[src/rtl/trace_width_ctrl.sv]
// rtl/trace_width_ctrl.sv - trace bus width hunt/lock controller for the frame builder
// Optional lock/loss statistics counters are built only when TRACE_WIDTH_STATS_EN is defined.
module trace_width_ctrl #(
  parameter int HUNT_CYCLES   = 4096,
  parameter int LOSS_CYCLES   = 65536,
  parameter int SYNC_CONFIRM  = 2,
  parameter int SETTLE_CYCLES = 16
) (
  input  logic        rst,
  input  logic        traceClkin,
  input  logic        forceEn,
  input  logic [1:0]  forceWidth,
  input  logic [15:0] SyncCount,
  output logic [1:0]  width,
  output logic        locked,
  output logic [1:0]  state,
  output logic [7:0]  lockCount,
  output logic [7:0]  lossCount
);

  localparam int MAX_HL  = (HUNT_CYCLES > LOSS_CYCLES) ? HUNT_CYCLES : LOSS_CYCLES;
  localparam int MAX_CYC = (MAX_HL > SETTLE_CYCLES) ? MAX_HL : SETTLE_CYCLES;
  localparam int TW      = ($clog2(MAX_CYC) < 1) ? 1 : $clog2(MAX_CYC);

  typedef enum logic [1:0] {
    ST_SETTLE  = 2'd0,
    ST_HUNT    = 2'd1,
    ST_CONFIRM = 2'd2,
    ST_LOCKED  = 2'd3
  } state_t;

  state_t         fsm;
  logic [TW-1:0]  timer;
  logic [3:0]     confirm_cnt;
  logic [15:0]    prev_sync;
  logic           sync_ev;
  logic [4:0]     confirm_nxt;
  logic           lock_entry;
  logic           loss_exit;
  logic           settle_done;
  logic           hunt_expired;

  assign state        = fsm;
  assign sync_ev      = (SyncCount != prev_sync);
  assign confirm_nxt  = {1'b0, confirm_cnt} + 5'd1;
  assign settle_done  = (timer == TW'(SETTLE_CYCLES - 1));
  assign hunt_expired = (timer == TW'(HUNT_CYCLES - 1));

  // Shared with the statistics counters so they count exactly the FSM's transitions.
  assign lock_entry = !forceEn && sync_ev &&
                      (((fsm == ST_HUNT) && (SYNC_CONFIRM <= 1)) ||
                       ((fsm == ST_CONFIRM) && (confirm_nxt >= 5'(SYNC_CONFIRM))));
  assign loss_exit  = !forceEn && !sync_ev && (fsm == ST_LOCKED) &&
                      (timer == TW'(LOSS_CYCLES - 1));

  function automatic logic [1:0] next_width(input logic [1:0] w);
    case (w)
      2'b11:   next_width = 2'b10;
      2'b10:   next_width = 2'b01;
      default: next_width = 2'b11;
    endcase
  endfunction

  always_ff @(posedge traceClkin or posedge rst) begin
    if (rst) begin
      fsm         <= ST_SETTLE;
      width       <= 2'b11;
      locked      <= 1'b0;
      timer       <= '0;
      confirm_cnt <= '0;
      prev_sync   <= '0;
    end else begin
      prev_sync <= SyncCount;
      if (forceEn) begin
        width       <= (forceWidth == 2'b00) ? 2'b01 : forceWidth;
        fsm         <= ST_SETTLE;
        timer       <= '0;
        confirm_cnt <= '0;
        locked      <= 1'b0;
      end else if (lock_entry) begin
        fsm         <= ST_LOCKED;
        locked      <= 1'b1;
        timer       <= '0;
        confirm_cnt <= '0;
      end else begin
        case (fsm)
          ST_SETTLE: begin
            // Sync events are ignored here while the builder flushes the old width.
            if (settle_done) begin
              fsm   <= ST_HUNT;
              timer <= '0;
            end else begin
              timer <= timer + TW'(1);
            end
          end
          ST_HUNT, ST_CONFIRM: begin
            if (sync_ev) begin
              fsm         <= ST_CONFIRM;
              confirm_cnt <= confirm_nxt[3:0];
              timer       <= '0;
            end else if (hunt_expired) begin
              fsm         <= ST_SETTLE;
              width       <= next_width(width);
              confirm_cnt <= '0;
              timer       <= '0;
            end else begin
              timer <= timer + TW'(1);
            end
          end
          default: begin
            if (sync_ev) begin
              timer <= '0;
            end else if (loss_exit) begin
              fsm    <= ST_HUNT;
              locked <= 1'b0;
              timer  <= '0;
            end else begin
              timer <= timer + TW'(1);
            end
          end
        endcase
      end
    end
  end

`ifdef TRACE_WIDTH_STATS_EN
  logic [7:0] lock_cnt;
  logic [7:0] loss_cnt;

  always_ff @(posedge traceClkin or posedge rst) begin
    if (rst) begin
      lock_cnt <= '0;
      loss_cnt <= '0;
    end else begin
      if (lock_entry && (lock_cnt != 8'hFF)) lock_cnt <= lock_cnt + 8'd1;
      if (loss_exit && (loss_cnt != 8'hFF))  loss_cnt <= loss_cnt + 8'd1;
    end
  end

  assign lockCount = lock_cnt;
  assign lossCount = loss_cnt;
`else
  assign lockCount = 8'd0;
  assign lossCount = 8'd0;
`endif

endmodule

[config.mk]
export PLATFORM = sky130hd
export DESIGN_NAME = trace_width_ctrl
export DESIGN_NICKNAME = d
export VERILOG_FILES = /design/src/rtl/trace_width_ctrl.sv
export SDC_FILE = /design/constraint.sdc
export NUM_CORES = 1
export LEC_CHECK = 0
export ABC_AREA = 1
export CAP_MARGIN = 20
export CORE_UTILIZATION = 30
export CTS_BUF_LIST = sky130_fd_sc_hd__clkbuf_8 sky130_fd_sc_hd__clkbuf_16
export DETAILED_ROUTE_END_ITERATION = 10
export SKIP_LAST_GASP = 1
export SYNTH_ARGS = -nofsm -noshare
export SYNTH_HDL_FRONTEND = slang
export SYNTH_SLANG_ARGS = --single-unit
[constraint.sdc]
create_clock -name traceClkin -period 2.09 [get_ports traceClkin]
set_input_delay 0.418 -clock traceClkin [delete_from_list [all_inputs] [get_ports traceClkin]]
set_output_delay 0.418 -clock traceClkin [all_outputs]
set_load 0.05 [all_outputs]
Yosys cells after proc, flatten, opt, wreduce, memory -nomap -nowiden
Cells that the tools add are included.
{ "totals": {"reg_bits": 41, "elab_cells": 80} }
{ "op_classes": {"add_sub_neg": 2, "n_lt_le_gt_ge": 1, "eq_ne": 16, "mux": 33, "n_reduce_logical": 22} }
{ "ops": {"columns": ["cell", "count"], "rows": [
  ["$mux 16", 7],
  ["$pmux 16 s2", 1],
  ["$mux 2", 13],
  ["$mux 4", 5],
  ["$add 16x1->16 const B", 1],
  ["$eq 16x12->1 const B", 1],
  ["$eq 16x16->1 const B", 1],
  ["$eq 16x4->1 const B", 1],
  ["$ne 16x16->1", 1],
  ["$eq 2x2->1 const B", 4],
  ["$pmux 2 s2", 2],
  ["$reduce_and 4->1", 2],
  ["$logic_and 1x1->1", 6],
  ["$reduce_bool 3->1", 2],
  ["$add 4x1->5 const B", 1],
  ["$ge 5x2->1 const B", 1],
  ["$mux 1", 5],
  ["$ne 5x2->1 const B", 1],
  ["$ne 5x5->1 const B", 1],
  ["$reduce_bool 5->1", 1],
  ["$logic_not 2->1", 2],
  ["$ne 2x2->1 const B", 2],
  ["$ne 4x4->1 const B", 1],
  ["$reduce_bool 2->1", 2],
  ["other kinds (9)", 10]
]} }

Longest topological paths before layout
{ "logic_depth": {"word_depth": 10, "mapped_depth": 13, "mapped_depth_nobuf": 13} }

Worst setup path before layout
No wires, ideal clock.
{ "synth_path": {"path_type": "register to register", "start": "register fsm[1] (netlist: state[1])", "end": "register timer[5]", "arrival_ps": 1746, "t_required_ps": 1969, "setup_slack_ps": 223, "path_stages_with_launch": 10, "synth_period_minus_slack_ps": 1867, "cell_sequence": "dfrtp_1 > ha_1 > nand3_1 > nor2_1 > nand3_1 > nor3_1 > a21oi_2 > nand3_4 > buf_12 > nor2_2"} }
{ "synth_via": {"elab_chain_cells": 8} }
{ "synth_lines": {"columns": ["item", "line_no", "text"], "rows": [
  ["from (decl)", "32", "state_t fsm;"],
  ["from (signal assigned)", "66", "fsm <= ST_SETTLE;"],
  ["from (signal assigned)", "76", "fsm <= ST_SETTLE;"],
  ["from (signal assigned)", "81", "fsm <= ST_LOCKED;"],
  ["$eq 2x2->1", "53", "assign loss_exit = !forceEn && !sync_ev && (fsm == ST_LOCKED) &&"],
  ["$logic_and 1x1->1 (2 in a row)", "53", null],
  ["$mux 16", "113", "end else if (loss_exit) begin"],
  ["$mux 16", "111", "if (sync_ev) begin"],
  ["$pmux 16 s2", "86", "case (fsm)"],
  ["$mux 16 *", "80", "end else if (lock_entry) begin"],
  ["$mux 16 *", "74", "if (forceEn) begin"],
  ["to (signal assigned)", "93", "timer <= timer + TW'(1);"],
  ["to (signal assigned)", "107", "timer <= timer + TW'(1);"],
  ["to (signal assigned)", "118", "timer <= timer + TW'(1);"],
  ["to (decl)", "33", "logic [TW-1:0] timer;"]
]} }
Every way passes the cells marked *; elsewhere a longest branch is shown, timed or not.
A chain may end at the register's enable or synchronous reset.

Worst setup path in the final report
{ "layout_path": {"start": "register fsm[1] (netlist: state[1])", "end": "output state[1]"} }
{ "layout_rtl": {"columns": ["item", "line_no", "text"], "rows": [
  ["to (decl)", "16", "output logic [1:0] state,"]
]} }
No word-level cell between the ends.

==> impl_table.tex <==
\begin{tabular}{lr}
\hline
Metric & Value \\
\hline
\multicolumn{2}{l}{\textbf{Finish}} \\
Layout area overhead & 20.7\% \\
Diode insertion count for antenna repair & 0 \\
Nets@finish & 373 \\
Share of post-route cells with drive strength above 1 & 0.135 \\
\multicolumn{2}{l}{\textbf{Synth}} \\
Synthesized area per cell & 7.76 um2 \\
Instance count of the mapped netlist & 308 \\
Count of state elements after synthesis & 41 \\
Syn Std Cell Area & 2390 um2 \\
Share of the synthesized area in the top cell type & 0.408 \\
Post-synthesis sequential area ratio & 0.430 \\
Distinct cells, synth & 28 \\
Synth top area cells & sky130\_fd\_sc\_hd\_\_dfrtp\_1 (41\%), sky130\_fd\_sc\_hd\_\_nand2\_1 (11\%), sky130\_fd\_sc\_hd\_\_inv\_1 (7.2\%), sky130\_fd\_sc\_hd\_\_nor2\_1 (6.8\%), sky130\_fd\_sc\_hd\_\_buf\_4 (5.0\%) \\
Synth Warn \# & 0 \\
Biggest area consumer among synthesized cells & sky130\_fd\_sc\_hd\_\_dfrtp\_1 \\
\multicolumn{2}{l}{\textbf{Worst setup path}} \\
Worst Setup Path Type & flop to output pin \\
Source of the worst register-to-register timing path & confirm\_cnt[0] \\
Critical path's largest stage delay & 840 ps \\
Setup slack of the most critical reg-to-reg path & 240 ps \\
Crit path cell chain & clkdlybuf4s50\_1 \\
Slowest stage cell, crit path & sky130\_fd\_sc\_hd\_\_clkdlybuf4s50\_1 \\
CP endpoint kind & output pin \\
Kind of cell with the highest combined delay on the critical path & buffers and inverters \\
Arr. time, crit path & 1550 ps \\
WP buf/inv & 1 \\
Path depth of the worst reg2reg path & 11 \\
Startpoint types & flop \\
FF-to-FF End & state[0] \\
Crit path max fanout & 5 \\
Data required time of the critical path & 1670 ps \\
\multicolumn{2}{l}{\textbf{Clocking}} \\
Clock-pin transition on the worst setup and hold timing paths & 80 ps \\
Root Driver & sky130\_fd\_sc\_hd\_\_clkbuf\_8 \\
TritonCTS clock tree & yes \\
Hold buffer count at CTS & 0 \\
Clk sinks & 41 \\
Clock buffers created by TritonCTS & 5 \\
Number of H-tree levels & 2 \\
Worst skew pair latency & 290 ps \\
Maximum clock insertion buffer count & 2 \\
\multicolumn{2}{l}{\textbf{Floorplan}} \\
Top Ports & 42 \\
Core Footprint & 7730 um2 \\
Die Wd & 91.3 um \\
Die height & 91.3 um \\
Initial core utilization & 0.309 \\
Die Outline Area & 8330 um2 \\
Num rows & 32 \\
\multicolumn{2}{l}{\textbf{GRT}} \\
Global-route wire length before repair & 7.75 mm \\
Antenna violations before repair & 0 \\
Pin count of the biggest net entering global routing & 25 \\
Global-route congestion overflow total & 0 \\
Met2 track utilization from global routing & 0.193 \\
Global-route track usage on met3 & 0.0260 \\
Global-route met1 utilization & 0.143 \\
Number of global-route vias before repair & 1770 \\
Layer with the highest usage after global routing & met2 \\
Overall fraction of global-route tracks in use & 0.116 \\
\multicolumn{2}{l}{\textbf{Route}} \\
Final Routed Wirelength & 4.32 mm \\
DR vias & 1864 \\
DR DRC count & 0 \\
Drt wl/cell & 9.62 um \\
Post-DRT Antenna Nets & 0 \\
Detailed Route Iter0 Violations & 33 \\
Number of detailed-route iterations in the first pass & 4 \\
Number of vias per cell & 4.15 \\
\multicolumn{2}{l}{\textbf{Placed design}} \\
Final GP Congestion & 0.792 \\
Dpl hpwl & 3.31 mm \\
Number of port buffers & 25 \\
\multicolumn{2}{l}{\textbf{Power}} \\
Sequential group share of total power & 0.412 \\
Total power per unit cell area & 796 nW/um2 \\
Clock share of power & 0.227 \\
Cell internal pwr & 1.44 mW \\
Combinational fraction of design power & 0.361 \\
Peak supply drop & 0.000321 V \\
Net Sw Frac & 0.375 \\
Lkg Pwr & 1.46 nW \\
Sw Pwr & 0.861 mW \\
\multicolumn{2}{l}{\textbf{STA}} \\
Number of max-slew violations in the final report & 0 \\
Final setup skew & 7.63 ps \\
Ratio of final minimum period to clock period & 0.944 \\
Worst slew pin tran & 503 ps \\
Timing-limited maximum frequency & 507 MHz \\
Final setup fails & 0 \\
Post-Route Hold Slack & 425 ps \\
Number of endpoints with negative hold slack in the final report & 0 \\
Slew Limit Headroom & 0.663 \\
Min Clock Period, post-route & 1970 ps \\
Total negative slack & 0 ps \\
\multicolumn{2}{l}{\textbf{Outcome}} \\
Result of the run & completed \\
\multicolumn{2}{l}{\textbf{Worst hold path}} \\
Hold WC Path Type & input port to asynchronous set/reset pin \\
\multicolumn{2}{l}{\textbf{Flow run}} \\
Count of max-cap constraint violations & 0 \\
\hline
\end{tabular}
[flip-flops by register name (all words and copies together) (netlist names)]
| register | cells |
|---|---|
| timer | 16 |
| width | 2 |
| locked | 1 |
| confirm_cnt | 4 |
| prev_sync | 16 |
| state | 2 |
[routing by layer]
metal / vias up / wire (um)
li1: 982 / -
met1: 850 / 2070
met3: 4 / 107
met5: - / 0
met2: 28 / 2070
met4: 0 / 71
[cells in the final DEF, fill, tap and decap left out, types with 4 or more instances in the layout]
master,instances
sky130_fd_sc_hd__buf_4,9
sky130_fd_sc_hd__clkbuf_8,6
sky130_fd_sc_hd__clkdlybuf4s50_1,23
sky130_fd_sc_hd__conb_1,16
sky130_fd_sc_hd__dfrtp_1,39
sky130_fd_sc_hd__ha_1,6
sky130_fd_sc_hd__inv_1,48
sky130_fd_sc_hd__nand2_1,71
sky130_fd_sc_hd__nand2_2,4
sky130_fd_sc_hd__nand3_1,17
sky130_fd_sc_hd__nand4_1,4
sky130_fd_sc_hd__nor2_1,42
sky130_fd_sc_hd__nor2_2,11
sky130_fd_sc_hd__nor3_1,5
sky130_fd_sc_hd__o21ai_0,6
sky130_fd_sc_hd__xor2_1,13
[final cells by class]
type | count | area, um2
inverter | 46 | 173
clock buffer | 6 | 82.6
clock inverter | 2 | 7.51
tap | 102 | 128
multi-input combinational | 218 | 1130
sequential | 41 | 1030
timing repair buffer | 34 | 338
fill | 813 | 4840
[logic make-up after synthesis]
logic type / Yosys count / synth area share
other: 1 / 0.00157
adders and majority gates: 6 / 0.0314
AOI/OAI and AO/OA: 12 / 0.0283
buffers and inverters: 64 / 0.133
DFF: 41 / 0.430
xor gates and xnor gates: 16 / 0.0586
and+or+nand+nor: 168 / 0.317
[synth_stat cells]
cell type                  count
sky130_fd_sc_hd__nor2_1       43
sky130_fd_sc_hd__dfrtp_1      39
sky130_fd_sc_hd__xnor2_1       3
sky130_fd_sc_hd__o21ai_0       7
sky130_fd_sc_hd__inv_1        46
sky130_fd_sc_hd__a21oi_2       2
sky130_fd_sc_hd__conb_1        1
sky130_fd_sc_hd__xor2_1       13
sky130_fd_sc_hd__buf_2         1
sky130_fd_sc_hd__and2_1        1
sky130_fd_sc_hd__buf_12        1
sky130_fd_sc_hd__nor3_1        5
sky130_fd_sc_hd__nand2_1      73
sky130_fd_sc_hd__nand4_2       1
sky130_fd_sc_hd__nand2_2       3
sky130_fd_sc_hd__buf_4        16
sky130_fd_sc_hd__a21oi_1       3
sky130_fd_sc_hd__nand3b_1      1
sky130_fd_sc_hd__dfstp_2       2
sky130_fd_sc_hd__nand3_1      18
sky130_fd_sc_hd__nor4_1        1
sky130_fd_sc_hd__nand3_4       1
sky130_fd_sc_hd__ha_1          6
sky130_fd_sc_hd__nand4_1       4
sky130_fd_sc_hd__nor2_2       12
sky130_fd_sc_hd__nor2_4        1
sky130_fd_sc_hd__or2_2         3
sky130_fd_sc_hd__or2_4         1
[how the worst max path moves through the flow]
stage / endpoint / startpoint / slack (ps) / cells past startpoint
after floorplan: timer[5] / state[1] / 220 / 9
after global placement: timer[3] / SyncCount[0] / -220 / 11
after global routing: state[0] / SyncCount[10] / -5 / 13
after CTS: timer[4] / SyncCount[5] / 20 / 11
after detailed placement: timer[4] / SyncCount[5] / -270 / 11
final: state[1] / state[1] / 120 / 1
[stage by stage]
step	cells	instance area [um2]	setup WS (ps)	utilization	total power, mW
6_report	449	2890	117	0.373	2.30
3_5_place_dp	440	2750	-274	0.356	1.74
5_1_grt	449	2890	-5.41	0.373	2.47
2_1_floorplan	323	2450	223	-	1.57
3_3_place_gp	440	2750	-218	0.356	1.73
4_1_cts	448	2840	20.6	0.367	2.28
[power by group through the flow]
stage	combinational (mW)	clock (mW)	sequential, mW
6_report	0.830	0.522	0.946
5_1_grt	0.934	0.572	0.961
4_1_cts	0.786	0.548	0.947
3_5_place_dp	0.781	0	0.962
3_3_place_gp	0.773	0	0.958
2_1_floorplan	0.534	0	1.04
[repair_timing]
action	4_1_cts	5_1_grt
gates resized for setup	0	8
buffers inserted	0	1
setup endpoints to repair	0	22
Note: power is estimated with default switching activity, not from simulation.
